### src/rtl/mips_mc_ctrl.sv
// Multi-cycle main control FSM for MIPS-Lite3: sequences IF/ID/EXE/MEM/WB and stalls on mem_ready.
// Optional macro CTRL_ILLEGAL_TRAP_EN: undecoded instructions enter a sticky TRAP state with illegal=1.
module mips_mc_ctrl (
    input  logic       clk,
    input  logic       reset,
    input  logic [5:0] opcode,
    input  logic [5:0] funct,
    input  logic       zero,
    input  logic       mem_ready,
    output logic [3:0] state,
    output logic       pc_write,
    output logic [1:0] pc_src,
    output logic       ir_write,
    output logic       mem_read,
    output logic       mem_write,
    output logic       reg_write,
    output logic [1:0] reg_dst,
    output logic [1:0] mem_to_reg,
    output logic       alu_src_b,
    output logic       ext_op,
    output logic [2:0] alu_ctrl,
    output logic       illegal
);
    localparam logic [2:0] ALU_ADD = 3'b000;
    localparam logic [2:0] ALU_SUB = 3'b001;
    localparam logic [2:0] ALU_OR  = 3'b010;
    localparam logic [2:0] ALU_SLT = 3'b011;
    localparam logic [2:0] ALU_LUI = 3'b100;

    typedef enum logic [3:0] {
        S_IF   = 4'd0,
        S_ID   = 4'd1,
        S_MA   = 4'd2,
        S_MR   = 4'd3,
        S_MW   = 4'd4,
        S_WBM  = 4'd5,
        S_EXR  = 4'd6,
        S_EXI  = 4'd7,
        S_WBA  = 4'd8,
        S_BR   = 4'd9,
        S_JMP  = 4'd10,
        S_TRAP = 4'd11
    } state_t;

    state_t state_q, state_d;

    logic is_rtype, is_addu, is_subu, is_slt, is_jr;
    logic is_lw, is_sw, is_ori, is_lui, is_addi, is_addiu, is_beq, is_j, is_jal;
    logic is_ralu, is_ialu;
    logic [2:0] exe_alu;

    assign is_rtype = (opcode == 6'b000000);
    assign is_addu  = is_rtype && (funct == 6'b100001);
    assign is_subu  = is_rtype && (funct == 6'b100011);
    assign is_slt   = is_rtype && (funct == 6'b101010);
    assign is_jr    = is_rtype && (funct == 6'b001000);
    assign is_lw    = (opcode == 6'b100011);
    assign is_sw    = (opcode == 6'b101011);
    assign is_ori   = (opcode == 6'b001101);
    assign is_lui   = (opcode == 6'b001111);
    assign is_addi  = (opcode == 6'b001000);
    assign is_addiu = (opcode == 6'b001001);
    assign is_beq   = (opcode == 6'b000100);
    assign is_j     = (opcode == 6'b000010);
    assign is_jal   = (opcode == 6'b000011);
    assign is_ralu  = is_addu || is_subu || is_slt;
    assign is_ialu  = is_ori || is_lui || is_addi || is_addiu;

    // Shared by EXR/EXI and WBA so alu_ctrl stays stable across the ALUOut write-back.
    always_comb begin
        exe_alu = ALU_ADD;
        if (is_subu)     exe_alu = ALU_SUB;
        else if (is_slt) exe_alu = ALU_SLT;
        else if (is_ori) exe_alu = ALU_OR;
        else if (is_lui) exe_alu = ALU_LUI;
    end

    always_ff @(posedge clk) begin
        state_q <= state_d;
    end

    always_comb begin
        state_d    = reset ? S_IF : state_q;
        pc_write   = 1'b0;
        pc_src     = 2'b00;
        ir_write   = 1'b0;
        mem_read   = 1'b0;
        mem_write  = 1'b0;
        reg_write  = 1'b0;
        reg_dst    = 2'b00;
        mem_to_reg = 2'b00;
        alu_src_b  = 1'b0;
        ext_op     = 1'b0;
        alu_ctrl   = ALU_ADD;
        illegal    = 1'b0;
        // Reset masks every output so an aborted instruction cannot write anything.
        if (!reset) begin
            case (state_q)
                S_IF: begin
                    mem_read = 1'b1;
                    if (mem_ready) begin
                        ir_write = 1'b1;
                        pc_write = 1'b1;
                        state_d  = S_ID;
                    end
                end
                S_ID: begin
                    if (is_lw || is_sw)       state_d = S_MA;
                    else if (is_ralu)         state_d = S_EXR;
                    else if (is_jr)           state_d = S_JMP;
                    else if (is_ialu)         state_d = S_EXI;
                    else if (is_beq)          state_d = S_BR;
                    else if (is_j || is_jal)  state_d = S_JMP;
                    else begin
`ifdef CTRL_ILLEGAL_TRAP_EN
                        state_d = S_TRAP;
`else
                        state_d = S_IF;
`endif
                    end
                end
                S_MA: begin
                    alu_ctrl  = ALU_ADD;
                    alu_src_b = 1'b1;
                    ext_op    = 1'b1;
                    if (is_lw)      state_d = S_MR;
                    else if (is_sw) state_d = S_MW;
                    else            state_d = S_IF;
                end
                S_MR: begin
                    mem_read = 1'b1;
                    if (mem_ready) state_d = S_WBM;
                end
                S_MW: begin
                    mem_write = 1'b1;
                    if (mem_ready) state_d = S_IF;
                end
                S_WBM: begin
                    reg_write  = 1'b1;
                    mem_to_reg = 2'b01;
                    state_d    = S_IF;
                end
                S_EXR: begin
                    alu_ctrl = exe_alu;
                    state_d  = S_WBA;
                end
                S_EXI: begin
                    alu_src_b = 1'b1;
                    alu_ctrl  = exe_alu;
                    ext_op    = is_addi || is_addiu;
                    state_d   = S_WBA;
                end
                S_WBA: begin
                    reg_write = 1'b1;
                    reg_dst   = is_rtype ? 2'b01 : 2'b00;
                    alu_ctrl  = exe_alu;
                    state_d   = S_IF;
                end
                S_BR: begin
                    alu_ctrl = ALU_SUB;
                    pc_write = zero;
                    pc_src   = 2'b01;
                    state_d  = S_IF;
                end
                S_JMP: begin
                    pc_write = 1'b1;
                    pc_src   = is_jr ? 2'b11 : 2'b10;
                    if (is_jal) begin
                        reg_write  = 1'b1;
                        reg_dst    = 2'b10;
                        mem_to_reg = 2'b10;
                    end
                    state_d = S_IF;
                end
                S_TRAP: begin
`ifdef CTRL_ILLEGAL_TRAP_EN
                    illegal = 1'b1;
                    state_d = S_TRAP;
`else
                    state_d = S_IF;
`endif
                end
                default: state_d = S_IF;
            endcase
        end
    end

    assign state = state_q;
endmodule

### config.mk
export PLATFORM = sky130hd
export DESIGN_NAME = mips_mc_ctrl
export DESIGN_NICKNAME = d
export VERILOG_FILES = /design/src/rtl/mips_mc_ctrl.sv
export SDC_FILE = /design/constraint.sdc
export NUM_CORES = 1
export LEC_CHECK = 0
export CAP_MARGIN = 20
export CORE_MARGIN = 2
export CORE_UTILIZATION = 37
export CTS_BUF_LIST = sky130_fd_sc_hd__clkbuf_2
export DETAILED_ROUTE_END_ITERATION = 12
export HOLD_SLACK_MARGIN = 0.08
export PLACE_DENSITY = 0.77
export SYNTH_ARGS = -nofsm -noshare
export SYNTH_HDL_FRONTEND = slang
export SYNTH_SLANG_ARGS = --single-unit
### constraint.sdc
create_clock -name clk -period 1.6 [get_ports clk]
set_input_delay 0.32 -clock clk [delete_from_list [all_inputs] [get_ports clk]]
set_output_delay 0.32 -clock clk [all_outputs]
set_load 0.005 [all_outputs]
==> results.toml <==
[run_status]
status = "finished, violations left"
violations = "setup timing"

[timing]
slew_viol_final = 0
skew_ns = 0.000238
rsz0062_at_grt = "true"
timing.final.ws_setup_ns = -0.258
setup_viol = 18
post-route-period-util_pct = 116
holdWs_ns = 0.552
finalHoldViolCount = 0
period_minus_slack_ns = 1.86
max_freq_mhz = 538

[setup_path]
reg2reg_slack_ns = -0.11
crit_chain = "buf_6 -> or3b_4 -> or4_4 -> a21oi_2 -> buf_2"
cp_data_arrival_time_ns = 1.54
cp_data_required_time_ns = 1.28
worstRegToRegCells = 6
crit_family = "simple AND/OR/NAND/NOR gates"
worst_path_largest_cell_delay_ns = 0.42
critPathMaxFanout = 5
r2r_start = "state[2]"
worstSetupEndpointType = "output port"
startpoint_type = "input pin"
cpMaxStageDelayCell = "or4_4"
critPathKind = "input pin to output port"
r2r_end = "state[3]"
path_buf_inv = 2

[global_route]
overflow = 0
grt_pass1_vias = 1385
grt_usage_pct = 35.0
antenna_found_initial = 0
grt_max_degree = 10
grt_first_pass_wirelength_um = 6520

[clock_tree]
root_buffer = "clkbuf_2"
clk_latency_ns = 0.24
cts_max_level = 1
cts_tree = "built"
cts.hold.buffers_added = 0
path_clk_slew_ns = 0.06
cts_made_buffers = 3
cts_buffer_depth = 2
clock-sinks = 4

[detailed_routing]
drt_iter0_markers = 129
ant_nets = 0
detail_route.drc_violations = 0
dr.pass1.iters = 5
num_vias = 1550
vias_per_cell = 6.60
drt_wl_total_um = 5420
routedWlPerCell_um = 23.1

[place]
dp.final_hpwl_um = 2420
gp_congestion = 0.895
port_buffers = 35

[pwr]
power.total_mw = 0.533
worst_ir_drop_vdd_mv = 0.323
power.density_nw_per_um2 = 294
leakage_nw = 0.826

[synth]
synthesis.area_sq_um = 744
synth_edf_count = 0
netlist_instances = 115
synth_top_area_share_pct = 10.8
syn-num-nets = 131
synth_area_leaders = "dfxtp_1 11%, nor2_1 6.1%, nor2b_1 5.0%"
async_flop_share_pct = 0
synth_area_leader_cell = "dfxtp_1"
ys.flop_type = "dfxtp_1"
synth_cell_type_count = 47
synth.avg_cell_area_sq_um = 6.47
yosys_warnings = 0
synth.most_common_cell = "nor2_1"
synthTopCellsByCount = "12 x nor2_1, 7 x nand2_1, 7 x nor3_1"
yosysSeqAreaShare_pct = 10.8
ys_seq_elements = 4

[layout]
fillers = 64
final_nets = 226
syn2layout_area_growth_pct = 143
regArea_sq_um = 95.1
multi_input_area_sq_um = 841
largest_register_ffs = 4
drive_gt1_share_pct = 62.0
diodes = 0

[min_path]
hold_start = "opcode[4]"
holdPathStages = 4
hold_path.class = "input pin to flip-flop"
min_to = "state[0]"

[floorplan]
fp.dieH_um = 48.9
num_rows = 16
initial_core_util_pct = 38.7
chipWidth_um = 48.9
dieArea_sq_um = 2390
core_area_sq_um = 1920
io_pins = 37

[run]
maxCapViolCount = 0
==> placed cells by master (no fill, tap or decap), types with 4 or more instances in the layout <==
cell type	count
a21oi_2	4
buf_2	17
buf_4	45
buf_6	18
clkbuf_2	5
dfxtp_4	4
dlygate4sd2_1	8
nand2_1	5
nand3_1	5
nor2_1	6
nor2_4	5
o21ai_0	4
==> kinds of logic (layout without fill, tap and decap cells) <==
| logic type | after synthesis | count (layout) | share of synthesized area [%] |
|---|---|---|---|
| AND/OR/NAND/NOR | 65 | 65 | 49.9 |
| other | 1 | 1 | 0.504 |
| multiplexers | 1 | 1 | 1.34 |
| AO/OA/AOI/OAI | 30 | 30 | 27.6 |
| XOR/XNOR | 2 | 2 | 2.35 |
| flip-flops | 4 | 4 | 10.8 |
| buffers and inverters | 12 | 105 | 7.56 |
==> power by group <==
| group | leakage (nW) | total [mW] | internal, mW | switching, mW |
|---|---|---|---|---|
| Combinational | 0.778 | 0.320 | 0.165 | 0.155 |
| Sequential | 0.0355 | 0.102 | 0.0972 | 0.00506 |
| Clock | 0.0125 | 0.111 | 0.0507 | 0.0601 |
==> cell type report <==
cell class | instances | area share, %
multi-input combinational | 99 | 46.4
inverter | 3 | 0.622
timing repair buffer | 99 | 45.0
clock buffer | 3 | 0.829
tap | 27 | 1.86
sequential | 4 | 5.25
==> timing repair <==
item                                    4_1_cts  5_1_grt
endpoints found under the setup margin       22       22
buffers inserted                             15        8
cloned                                        1        0
gates resized for setup                     138       37
pin swaps                                    22       18
==> per-layer routing <==
metal	global-route usage [%]	up-vias	part of all wire, %
li1	-	627	-
met2	65.8	142	45
met4	15.7	0	8.9
met5	0	-	0
met3	2.45	57	9.2
met1	40.0	724	37
==> worst max-delay path by stage <==
stage                     slack [ns]     end  cells past startpoint      start
final                          -0.26  ext_op                      5  opcode[5]
after CTS                      -0.24  ext_op                      5  opcode[4]
after global placement         -0.98  ext_op                      5  opcode[5]
after global routing           -0.29  ext_op                      4   state[2]
after floorplan                -0.08  ext_op                      4  opcode[3]
after detailed placement       -1.01  ext_op                      5  opcode[5]
==> worst reg2reg max path: cells and delay by family (launching register included) <==
| family | cells | cell delay, ns |
|---|---|---|
| compound gates | 2 | 0.45 |
| buf+inv | 2 | 0.27 |
| flops | 1 | 0.38 |
| simple gates | 2 | 0.52 |
==> through the flow <==
step | setup WS (ns) | util [%] | area (sq um) | setup TNS [ns] | cells
floorplan | -0.0823 | - | 766 | -0.139 | 115
global placement | -0.979 | 72.8 | 1400 | -12.18 | 208
detailed placement | -1.01 | 72.8 | 1400 | -12.77 | 208
CTS | -0.238 | 84.4 | 1620 | -0.956 | 227
global route | -0.286 | 94.3 | 1810 | -2.81 | 235
finish | -0.258 | 94.3 | 1810 | -2.41 | 235
(Power assumes the default switching activity.)
